==> src/rtl/aes_pkg.sv <==
// Shared constants, state encoding and GF(2^8) helper for the AES-128 key schedule.
// Used by aes_key_expand; the round-key cache is enabled with AES_KEY_CACHE_EN.
package aes_pkg;

    localparam int NUM_ROUNDS = 10;
    localparam int KEY_BYTES  = 16;

    typedef enum logic [1:0] {
        IDLE   = 2'b00,
        READY  = 2'b01,
        EXPAND = 2'b10
    } state_e;

    localparam logic [7:0] RCON_INIT = 8'h01;

    // Multiply by x in GF(2^8) modulo the AES polynomial.
    function automatic logic [7:0] xtime(input logic [7:0] a);
        return {a[6:0], 1'b0} ^ (a[7] ? 8'h1b : 8'h00);
    endfunction

endpackage

==> src/rtl/aes_key_expand_if.sv <==
// Load/advance/read bus of the AES-128 key schedule.
// rk_round exists only when AES_KEY_CACHE_EN is defined.
interface aes_key_expand_if;

    logic       key_we;
    logic [3:0] key_addr;
    logic [7:0] key_byte;
    logic       key_go;
    logic       next_rk;
    logic [3:0] rk_addr;
    logic [7:0] rk_data;
    logic [3:0] round_num;
    logic       busy;
    logic       rk_valid;
`ifdef AES_KEY_CACHE_EN
    logic [3:0] rk_round;
`endif

    modport master (
`ifdef AES_KEY_CACHE_EN
        output rk_round,
`endif
        output key_we, key_addr, key_byte, key_go, next_rk, rk_addr,
        input  rk_data, round_num, busy, rk_valid
    );

    modport slave (
`ifdef AES_KEY_CACHE_EN
        input  rk_round,
`endif
        input  key_we, key_addr, key_byte, key_go, next_rk, rk_addr,
        output rk_data, round_num, busy, rk_valid
    );

endinterface

==> src/rtl/aes_sbox.sv <==
// Combinational AES forward S-box, 256-entry lookup table.
// Entry 0x00 sits in the most significant byte of the table constant.
module aes_sbox (
    input  logic [7:0] in_byte,
    output logic [7:0] out_byte
);

    localparam logic [2047:0] SBOX_TBL = {
        128'h637c777bf26b6fc53001672bfed7ab76,
        128'hca82c97dfa5947f0add4a2af9ca472c0,
        128'hb7fd9326363ff7cc34a5e5f171d83115,
        128'h04c723c31896059a071280e2eb27b275,
        128'h09832c1a1b6e5aa0523bd6b329e32f84,
        128'h53d100ed20fcb15b6acbbe394a4c58cf,
        128'hd0efaafb434d338545f9027f503c9fa8,
        128'h51a3408f929d38f5bcb6da2110fff3d2,
        128'hcd0c13ec5f974417c4a77e3d645d1973,
        128'h60814fdc222a908846eeb814de5e0bdb,
        128'he0323a0a4906245cc2d3ac629195e479,
        128'he7c8376d8dd54ea96c56f4ea657aae08,
        128'hba78252e1ca6b4c6e8dd741f4bbd8b8a,
        128'h703eb5664803f60e613557b986c11d9e,
        128'he1f8981169d98e949b1e87e9ce5528df,
        128'h8ca1890dbfe6426841992d0fb054bb16
    };

    logic [7:0] rev_idx;

    always_comb begin
        rev_idx  = 8'hff - in_byte;
        out_byte = SBOX_TBL[{rev_idx, 3'b000} +: 8];
    end

endmodule

==> src/rtl/aes_key_expand.sv <==
// Byte-serial AES-128 key schedule: 16-byte key register advanced in place, one byte per cycle.
// AES_KEY_CACHE_EN adds a per-round key cache readable by round index.
//   state  | meaning
//   IDLE   | cipher key being loaded, nothing published
//   READY  | key_reg holds round key round_num
//   EXPAND | producing the next round key, byte b per cycle
module aes_key_expand
    import aes_pkg::*;
(
    input logic             CLK,
    input logic             RST,
    aes_key_expand_if.slave bus
);

    state_e     state_q, state_d;
    logic [7:0] key_q [KEY_BYTES];
    logic [7:0] key_d [KEY_BYTES];
    logic [3:0] round_q, round_d;
    logic [3:0] b_q, b_d;
    logic [7:0] rcon_q, rcon_d;
    logic [7:0] sbox_in, sbox_out;

`ifdef AES_KEY_CACHE_EN
    localparam int CACHE_BYTES = KEY_BYTES * (NUM_ROUNDS + 1);
    logic [7:0] cache_q [CACHE_BYTES];
    logic [7:0] cache_d [CACHE_BYTES];
`endif

    // RotWord folded into the address: byte b of the new column uses row (b+1)%4 of column 3.
    always_comb sbox_in = key_q[{2'b11, b_q[1:0] + 2'd1}];

    aes_sbox u_sbox (
        .in_byte  (sbox_in),
        .out_byte (sbox_out)
    );

    always_comb begin
        state_d = state_q;
        round_d = round_q;
        rcon_d  = rcon_q;
        b_d     = b_q;
        key_d   = key_q;
`ifdef AES_KEY_CACHE_EN
        cache_d = cache_q;
`endif
        case (state_q)
            IDLE: begin
                if (bus.key_we) key_d[bus.key_addr] = bus.key_byte;
                if (bus.key_go) begin
                    state_d = READY;
                    round_d = '0;
                    rcon_d  = RCON_INIT;
`ifdef AES_KEY_CACHE_EN
                    for (int i = 0; i < KEY_BYTES; i++) cache_d[i] = key_d[i];
`endif
                end
            end
            READY: begin
                if (bus.key_we) begin
                    key_d[bus.key_addr] = bus.key_byte;
                    round_d = '0;
                    rcon_d  = RCON_INIT;
                    state_d = IDLE;
                end else if (bus.next_rk && (round_q < 4'(NUM_ROUNDS))) begin
                    state_d = EXPAND;
                    b_d     = '0;
                end
            end
            EXPAND: begin
                // Bytes 12..15 are still the previous round while b<4; b-4 is already new for b>=4.
                if (b_q < 4'd4)
                    key_d[b_q] = key_q[b_q] ^ sbox_out ^ ((b_q == 4'd0) ? rcon_q : 8'h00);
                else
                    key_d[b_q] = key_q[b_q] ^ key_q[b_q - 4'd4];
`ifdef AES_KEY_CACHE_EN
                cache_d[{round_q + 4'd1, b_q}] = key_d[b_q];
`endif
                b_d = b_q + 4'd1;
                if (b_q == 4'd15) begin
                    round_d = round_q + 4'd1;
                    rcon_d  = xtime(rcon_q);
                    state_d = READY;
                end
            end
            default: state_d = IDLE;
        endcase
    end

    always_ff @(posedge CLK) begin
        if (!RST) begin
            state_q <= IDLE;
            round_q <= '0;
            rcon_q  <= RCON_INIT;
            b_q     <= '0;
            for (int i = 0; i < KEY_BYTES; i++) key_q[i] <= '0;
`ifdef AES_KEY_CACHE_EN
            for (int i = 0; i < CACHE_BYTES; i++) cache_q[i] <= '0;
`endif
        end else begin
            state_q <= state_d;
            round_q <= round_d;
            rcon_q  <= rcon_d;
            b_q     <= b_d;
            key_q   <= key_d;
`ifdef AES_KEY_CACHE_EN
            cache_q <= cache_d;
`endif
        end
    end

`ifdef AES_KEY_CACHE_EN
    always_comb begin
        bus.rk_data = 8'h00;
        if (bus.rk_round <= round_q) bus.rk_data = cache_q[{bus.rk_round, bus.rk_addr}];
    end
`else
    assign bus.rk_data = key_q[bus.rk_addr];
`endif

    assign bus.round_num = round_q;
    assign bus.busy      = (state_q == EXPAND);
    assign bus.rk_valid  = (state_q == READY);

endmodule

==> src/flat_wrapper.sv <==
// flat-port wrapper written by rule: the top's interface ports become plain ports
module aes_key_expand_flat import aes_pkg::*;
  (CLK, RST, bus_key_we, bus_key_addr, bus_key_byte, bus_key_go, bus_next_rk, bus_rk_addr, bus_rk_data, bus_round_num, bus_busy, bus_rk_valid);
  aes_key_expand_if bus_i ();
  input logic CLK;
  input logic RST;
  input wire logic [$bits(bus_i.key_we)-1:0] bus_key_we;
  input wire logic [$bits(bus_i.key_addr)-1:0] bus_key_addr;
  input wire logic [$bits(bus_i.key_byte)-1:0] bus_key_byte;
  input wire logic [$bits(bus_i.key_go)-1:0] bus_key_go;
  input wire logic [$bits(bus_i.next_rk)-1:0] bus_next_rk;
  input wire logic [$bits(bus_i.rk_addr)-1:0] bus_rk_addr;
  output wire logic [$bits(bus_i.rk_data)-1:0] bus_rk_data;
  output wire logic [$bits(bus_i.round_num)-1:0] bus_round_num;
  output wire logic [$bits(bus_i.busy)-1:0] bus_busy;
  output wire logic [$bits(bus_i.rk_valid)-1:0] bus_rk_valid;
  assign bus_i.key_we = bus_key_we;
  assign bus_i.key_addr = bus_key_addr;
  assign bus_i.key_byte = bus_key_byte;
  assign bus_i.key_go = bus_key_go;
  assign bus_i.next_rk = bus_next_rk;
  assign bus_i.rk_addr = bus_rk_addr;
  assign bus_rk_data = bus_i.rk_data;
  assign bus_round_num = bus_i.round_num;
  assign bus_busy = bus_i.busy;
  assign bus_rk_valid = bus_i.rk_valid;
  aes_key_expand u_core (.CLK(CLK), .RST(RST), .bus(bus_i));
endmodule
==> config.mk <==
export PLATFORM = sky130hd
export DESIGN_NAME = aes_key_expand_flat
export DESIGN_NICKNAME = d
export VERILOG_FILES = /design/src/rtl/aes_pkg.sv /design/src/rtl/aes_key_expand_if.sv /design/src/rtl/aes_sbox.sv /design/src/rtl/aes_key_expand.sv /design/src/flat_wrapper.sv
export SDC_FILE = /design/constraint.sdc
export NUM_CORES = 1
export LEC_CHECK = 0
export BUFFER_PORTS_ARGS = -buffer_cell sky130_fd_sc_hd__buf_2
export CORE_MARGIN = 1
export CORE_UTILIZATION = 44
export CTS_BUF_LIST = sky130_fd_sc_hd__clkbuf_16
export DETAILED_ROUTE_END_ITERATION = 12
export PLACE_DENSITY = 0.57
export SYNTH_ARGS = -nofsm -noshare
export SYNTH_HDL_FRONTEND = slang
export SYNTH_HIERARCHICAL = 1
export SYNTH_SLANG_ARGS = --single-unit
==> constraint.sdc <==
create_clock -name CLK -period 7.2 [get_ports CLK]
set_clock_uncertainty 0.1 [all_clocks]
set_input_delay 1.8 -clock CLK [delete_from_list [all_inputs] [get_ports CLK]]
set_output_delay 1.8 -clock CLK [all_outputs]
set_load 0.01 [all_outputs]
==> results of run 1 <==
==> routing by layer <==
metal,part of all wire (%),up-vias,global-route usage (%)
met3,14,238,12.5
li1,-,6602,-
met1,38,7672,52.8
met2,43,1363,58.4
met4,5.0,0,19.1
met5,0,-,0
==> critical path: cells and delay by family (launching register included) <==
kind | cells | cell delay, ns
buf+inv | 2 | 0.47
compound gates | 6 | 1.83
fa+ha+maj | 2 | 1.35
flops | 1 | 0.32
mux | 1 | 0.34
simple gates | 3 | 0.52
xor+xnor | 2 | 0.84
==> kinds of logic (layout without fill, tap and decap cells) <==
logic type | Yosys count | in the layout
DFF | 146 | 146
buffers and inverters | 215 | 147
other | 0 | 2
AOI/OAI and AO/OA | 606 | 606
adders and majority gates | 23 | 23
xor gates and xnor gates | 34 | 34
and+or+nand+nor | 521 | 521
muxes | 177 | 177
==> cells in the mapped netlist, drive strengths merged, types with 15 or more instances <==
master	n	area (um^2)
mux4	118	2760
o211ai	41	308
a22oi	54	405
and2	15	93.8
a21oi	100	504
nand3	75	380
xor2	18	173
xnor2	16	159
nand4	27	169
nand2b	28	190
nor2b	26	178
ha	23	288
clkbuf	73	275
o22ai	36	225
dfxtp	146	2920
or3	17	106
a211oi	54	405
a31oi	40	250
mux2i	48	480
buf	105	674
nand2	137	524
o221ai	15	144
inv	37	139
nor3	35	175
nor2	126	480
o21ai	125	629
==> cell type report <==
type,instances,area [um^2]
Sequential cell,146,2930
Clock buffer,17,425
Timing Repair Buffer,78,513
Multi-Input combinational cell,1361,10700
Tap cell,442,553
Clock inverter,15,110
Fill cell,3291,17300
Antenna cell,2,5.00
Inverter,37,139
==> where the power goes <==
part           total, W  switching (W)  internal [W]  leakage, nW
clock network  0.000860       0.000416      0.000444        0.259
registers      0.000839      0.0000175      0.000821         1.18
logic          0.000255       0.000176     0.0000791         3.86
==> sequential cells by signal, summed over array words and instances, names as in the netlist <==
signal                flops
u_core/state_q            2
u_core/key_q            128
u_core/b_q                4
u_core/bus.round_num      4
u_core/rcon_q             8
==> worst min-delay path by stage <==
stage,endpoint,start,slack (ns)
global placement,u_core/bus.round_num[3]$_SDFFE_PN0P_,u_core/bus.round_num[3]$_SDFFE_PN0P_,0.38
CTS,u_core/bus.round_num[3]$_SDFFE_PN0P_,u_core/bus.round_num[3]$_SDFFE_PN0P_,0.40
floorplan,u_core/rcon_q[1]$_SDFFE_PN0P_,u_core/rcon_q[1]$_SDFFE_PN0P_,0.38
detailed placement,u_core/bus.round_num[3]$_SDFFE_PN0P_,u_core/bus.round_num[3]$_SDFFE_PN0P_,0.39
finish,u_core/bus.round_num[3]$_SDFFE_PN0P_,u_core/bus.round_num[3]$_SDFFE_PN0P_,0.40
global route,u_core/bus.round_num[3]$_SDFFE_PN0P_,u_core/bus.round_num[3]$_SDFFE_PN0P_,0.44
==> per-stage QoR <==
step | hold slack, ns | util [%] | setup slack (ns) | cell area [um^2] | power [W]
after global placement | 0.378 | 45.4 | 1.39 | 14800 | 0.00110
after floorplan | 0.379 | - | 1.69 | 14700 | 0.00102
after global routing | 0.441 | 47.0 | 1.09 | 15400 | 0.00200
after detailed placement | 0.394 | 45.4 | 1.38 | 14800 | 0.00110
after CTS | 0.405 | 47.0 | 1.38 | 15400 | 0.00195
final | 0.400 | 47.0 | 1.27 | 15400 | 0.00195
==> flow_summary_export.csv, run 1 <==
group,metric,value,unit
die,core,32700,um^2
placed_design,placedCellCount,2064,
power,peakVddDrop,160,uV
placed_design,hpwlAfterDp,46100,um
final_layout,finalNonFillerCells,2098,
global_routing,grt_pass1_vias,14500,
final_layout,layout.nets,1685,
setup_path,cp-start-kind,"register",
setup_path,crit_chain,"inv_1, ha_1, mux4_2, buf_4, ha_1, nor2_1, o21ai_1, o21ai_0, a2111oi_0, a31oi_1, and3_1, xor2_1, nor2_1, a21oi_1, xor2_1, o22ai_1",
min_path,min_path_type,"reg2reg",
route,dr.pass1.iters,9,
setup_path,required,7.40,ns
synth,synth_fa_ha_area_share,1.96,%
route,vias_per_cell,7.57,
die,die_area,34100,um^2
synth,synth_top_family_by_area,"compound AO/OA/AOI/OAI gates",
synth,synthMuxAreaShare,22.9,%
clock_network,clock-sinks,146,
timing,fmax,0.169,GHz
global_routing,grt_max_degree,135,
clock_network,htreeDepth,4,
route,post-route-drc-count,0,
route,final_antenna_net_count,0,
setup_path,reg2reg_slack,1.27,ns
clock_network,post_cts_buffers,0,
setup_path,timing.rr.end,"u_core/key_q[17]$_SDFFE_PN0P_",
timing,min_period,5.93,ns
die,start_util,44.9,%
die,die_y,185,um
synth,synth-compound-area-share,28.3,%
final_layout,layout_common_cells,"dfxtp_1, nand2_1, nor2_1",
die,io_pins,35,
synth,syn_area,14700,um^2
synth,synth_simple_gate_area_share,17.3,%
final_layout,drive_above_1_share,15.3,%
clock_network,holdBufCountCts,0,
timing,setup_violations,0,
synth,synth_seq_area_share,19.9,%
synth,avgSynthCellArea,8.53,um^2
final_layout,area_growth,4.61,%
timing,final_hold_viol_count,0,
die,rows,66,
clock_network,cts_tree,"done",
setup_path,crit_type,"reg2reg",
timing,fin_setup_tns,0,ns
synth,synthCells,1722,
min_path,hold-path-cell-count,2,
synth,synth_ff_type,"dfxtp_1",
route,wire_per_inst,32.1,um
setup_path,crit_arrival,6.13,ns
synth,synth_edf_count,0,
setup_path,crit_path_end_kind,"register",
global_routing,grt_pass1_wl,98800,um
route,num_vias,15900,
timing,slew_viol_final,0,
die,dieWidth,185,um
timing,tightest_slew,1.32,ns
global_routing,grt_overflow,0,
power,power.density,127,nW/um^2
synth,post_synth_num_cell_types,88,
clock_network,clockRootBuffer,"clkbuf_16",
clock_network,cts_resized,0,
clock_network,cts.path.max_buffers,2,
global_routing,antenna_found_initial,1,
route,dr.first_iter.drc_count,2702,
setup_path,r2r_cells,16,
clock_network,cts_buffers,17,
placed_design,io_buffers,34,
setup_path,r2r_start,"u_core/b_q[1]$_SDFFE_PN0P_",
synth,ys_warn_count,6,
synth,ys_ff_latch,146,
power,power_leakage,5.30,nW
run,maxCapViolCount,0,
setup_path,worstPathMaxFanout,24,
timing,grt_setup_unrepaired,"false",
timing,slew_headroom,11.9,%
global_routing,grt.total_usage,39.8,%
setup_path,endpoint,"u_core/key_q[17]$_SDFFE_PN0P_",
setup_path,crit_start,"u_core/b_q[1]$_SDFFE_PN0P_",
setup_path,cp_slowest_stage_delay,0.77,ns
synth,async_flop_share,0,%
synth,syn_nets,1766,
clock_network,clk-insertion-delay-late,0.45,ns
clock_network,clkTransAtPathRegs,0.07,ns
synth,synthXorXnorAreaFrac,2.26,%
timing,finalCritPeriodShare,82.3,%
setup_path,critPathSlowestCell,"ha_1",
final_layout,final_common_cell,"dfxtp_1",
outcome,status,"finished, final reports clean",
route,wl,67300,um
placed_design,place.gp.congestion,1.04,
(Power assumes the default switching activity.)
==> run 2: changes to the inputs <==
clock period = 5.5 ns   (was 7.2 ns; I/O delays follow)
==> run 2 against run 1 <==
Effect of this change: the run now ends with capacitance limit, slew limit left; via count up 1.3%; design area is 3.2% higher; sequential share of layout area fell by 0.58 points; clock power is 43% higher; critical path depth rose by 1; routed wire length up 6.2%; non-clock buffer count up 53; die area unchanged; register-to-register slack lost 1.1 ns; combinational power up 35%; total power grew 37%; global-route usage is 2.4 points higher; largest power group unchanged.
==> flow_summary_export.csv, run 2 (same netlist as run 1, synthesis figures left out) <==
group,metric,value,unit
clock_network,clkTransAtPathRegs,0.07,ns
final_layout,post-route-util,48.5,%
timing,grt_setup_unrepaired,"false",
power,peakVddDrop,224,uV
timing,tightest_slew,1.50,ns
route,wl,71500,um
setup_path,crit_chain,"inv_2, ha_1, buf_4, buf_4, mux4_2, inv_2, nor2_1, o21ai_0, or4b_1, o211ai_1, and3_1, xor2_1, nor2_1, a21oi_1, buf_4, xor2_1, o22ai_1",
outcome,status,"complete, but fails checks",
route,dr.pass1.iters,6,
final_layout,drive_above_1_share,17.9,%
placed_design,hpwlAfterDp,51300,um
placed_design,place.gp.congestion,1.07,
route,vias_per_cell,7.47,
die,rows,66,
die,core,32700,um^2
setup_path,cp_slowest_stage_delay,0.69,ns
setup_path,critPathSlowestCell,"nor2_1",
run,maxCapViolCount,1,
global_routing,grt.total_usage,42.3,%
die,die_y,185,um
route,post-route-drc-count,0,
timing,slew_viol_final,1,
placed_design,io_buffers,34,
die,start_util,44.9,%
timing,setup_violations,0,
timing,min_period,5.33,ns
final_layout,reg_top3,"u_core/key_q: 128 flops, u_core/rcon_q: 8 flops",
die,dieWidth,185,um
setup_path,crit_type,"reg2reg",
final_layout,largest-register,"u_core/key_q",
setup_path,critPathTopFamily,"simple AND/OR/NAND/NOR gates",
final_layout,fillerInstances,3196,
timing,slew_headroom,-0.138,%
clock_network,cts_tree,"done",
global_routing,grt_pass1_vias,14800,
global_routing,grt_max_degree,63,
setup_path,crit_buf_inv,5,
global_routing,grt_overflow,0,
final_layout,final_common_cell,"dfxtp_1",
outcome,violations,"capacitance limit, slew limit",
final_layout,area_growth,7.93,%
route,num_vias,16100,
clock_network,holdBufCountCts,0,
clock_network,cts.path.max_buffers,2,
placed_design,placed_area,15300,um^2
timing,fin_setup_tns,0,ns
global_routing,antenna_found_initial,4,
final_layout,layout_common_cells,"dfxtp_1, nand2_1, nor2_1",
route,final_antenna_net_count,0,
setup_path,cp_common_cell,"buf_4",
clock_network,post_cts_buffers,0,
min_path,min_path_type,"reg2reg",
power,power.density,169,nW/um^2
route,wire_per_inst,33.2,um
die,die_area,34100,um^2
clock_network,clk-insertion-delay-late,0.46,ns
power,power_leakage,5.60,nW
final_layout,layout.nets,1738,
timing,whs,0.401,ns
die,io_pins,35,
clock_network,clockRootBuffer,"clkbuf_16",
setup_path,crit_arrival,5.54,ns
setup_path,cp-start-kind,"register",
timing,final_hold_viol_count,0,
timing,fmax,0.188,GHz
clock_network,htreeDepth,4,
timing,finalCritPeriodShare,96.9,%
global_routing,grt_pass1_wl,104000,um
clock_network,clock-sinks,146,
setup_path,worstPathMaxFanout,21,
setup_path,crit_path_end_kind,"register",
clock_network,cts_resized,0,
final_layout,final_area,15900,um^2
final_layout,largest_reg_flops,128,
clock_network,cts_buffers,17,
setup_path,required,5.71,ns
route,dr.first_iter.drc_count,2669,
==> run 2: layout make-up <==
class | instances | area [um^2] | share of cell area (%)
sequential | 146 | 2930 | 18.4
tap | 442 | 553 | 3.49
inverter | 37 | 139 | 0.876
clock buffer | 17 | 425 | 2.68
clock inverter | 15 | 170 | 1.07
timing repair buffer | 131 | 948 | 5.98
antenna | 2 | 5.00 | 0.0316
multi-input combinational | 1361 | 10700 | 67.4
==> run 2: worst register-to-register path, stage by stage (launching register included) <==
cell and delay, ns:
dfxtp_2 0.33, inv_2 0.04, ha_1 0.43, buf_4 0.21, buf_4 0.15, mux4_2 0.62
inv_2 0.34, nor2_1 0.71, o21ai_0 0.42, or4b_1 0.27, o211ai_1 0.08, and3_1 0.23
xor2_1 0.30, nor2_1 0.08, a21oi_1 0.15, buf_4 0.20, xor2_1 0.38, o22ai_1 0.15
==> run 2: final timing paths <==
path,startpoint,endpoint,slack (ns),cells past startpoint
min reg2reg,u_core/bus.round_num[3]$_SDFFE_PN0P_,u_core/bus.round_num[3]$_SDFFE_PN0P_,0.40,2
max reg2reg,u_core/b_q[0]$_SDFFE_PN0P_,u_core/key_q[57]$_SDFFE_PN0P_,0.17,17
min,u_core/bus.round_num[3]$_SDFFE_PN0P_,u_core/bus.round_num[3]$_SDFFE_PN0P_,0.40,2
max,u_core/b_q[0]$_SDFFE_PN0P_,u_core/key_q[57]$_SDFFE_PN0P_,0.17,17
==> run 2: stage by stage <==
step	std cells	setup WS, ns	total power, W
detailed placement	2117	0.350	0.00145
global placement	2117	0.279	0.00145
floorplan	1722	0.172	0.00133
finish	2151	0.169	0.00268
global route	2149	0.0675	0.00274
CTS	2149	0.343	0.00267
==> run 2: layer usage <==
metal  vias to the layer above  global-route usage (%)  routed length [um]
li1                       6711                       -                   -
met1                      7766                    57.3               28300
met2                      1313                    59.5               29400
met3                       285                    12.4                9410
met4                         2                    23.7                4400
met5                         -                       0                  13
==> run 2: power by group <==
group	leakage [nW]	internal [W]	total (W)	switching [W]
Clock	0.287	0.000682	0.00123	0.000552
Combinational	4.13	0.000112	0.000345	0.000233
Sequential	1.18	0.00107	0.00110	0.0000226
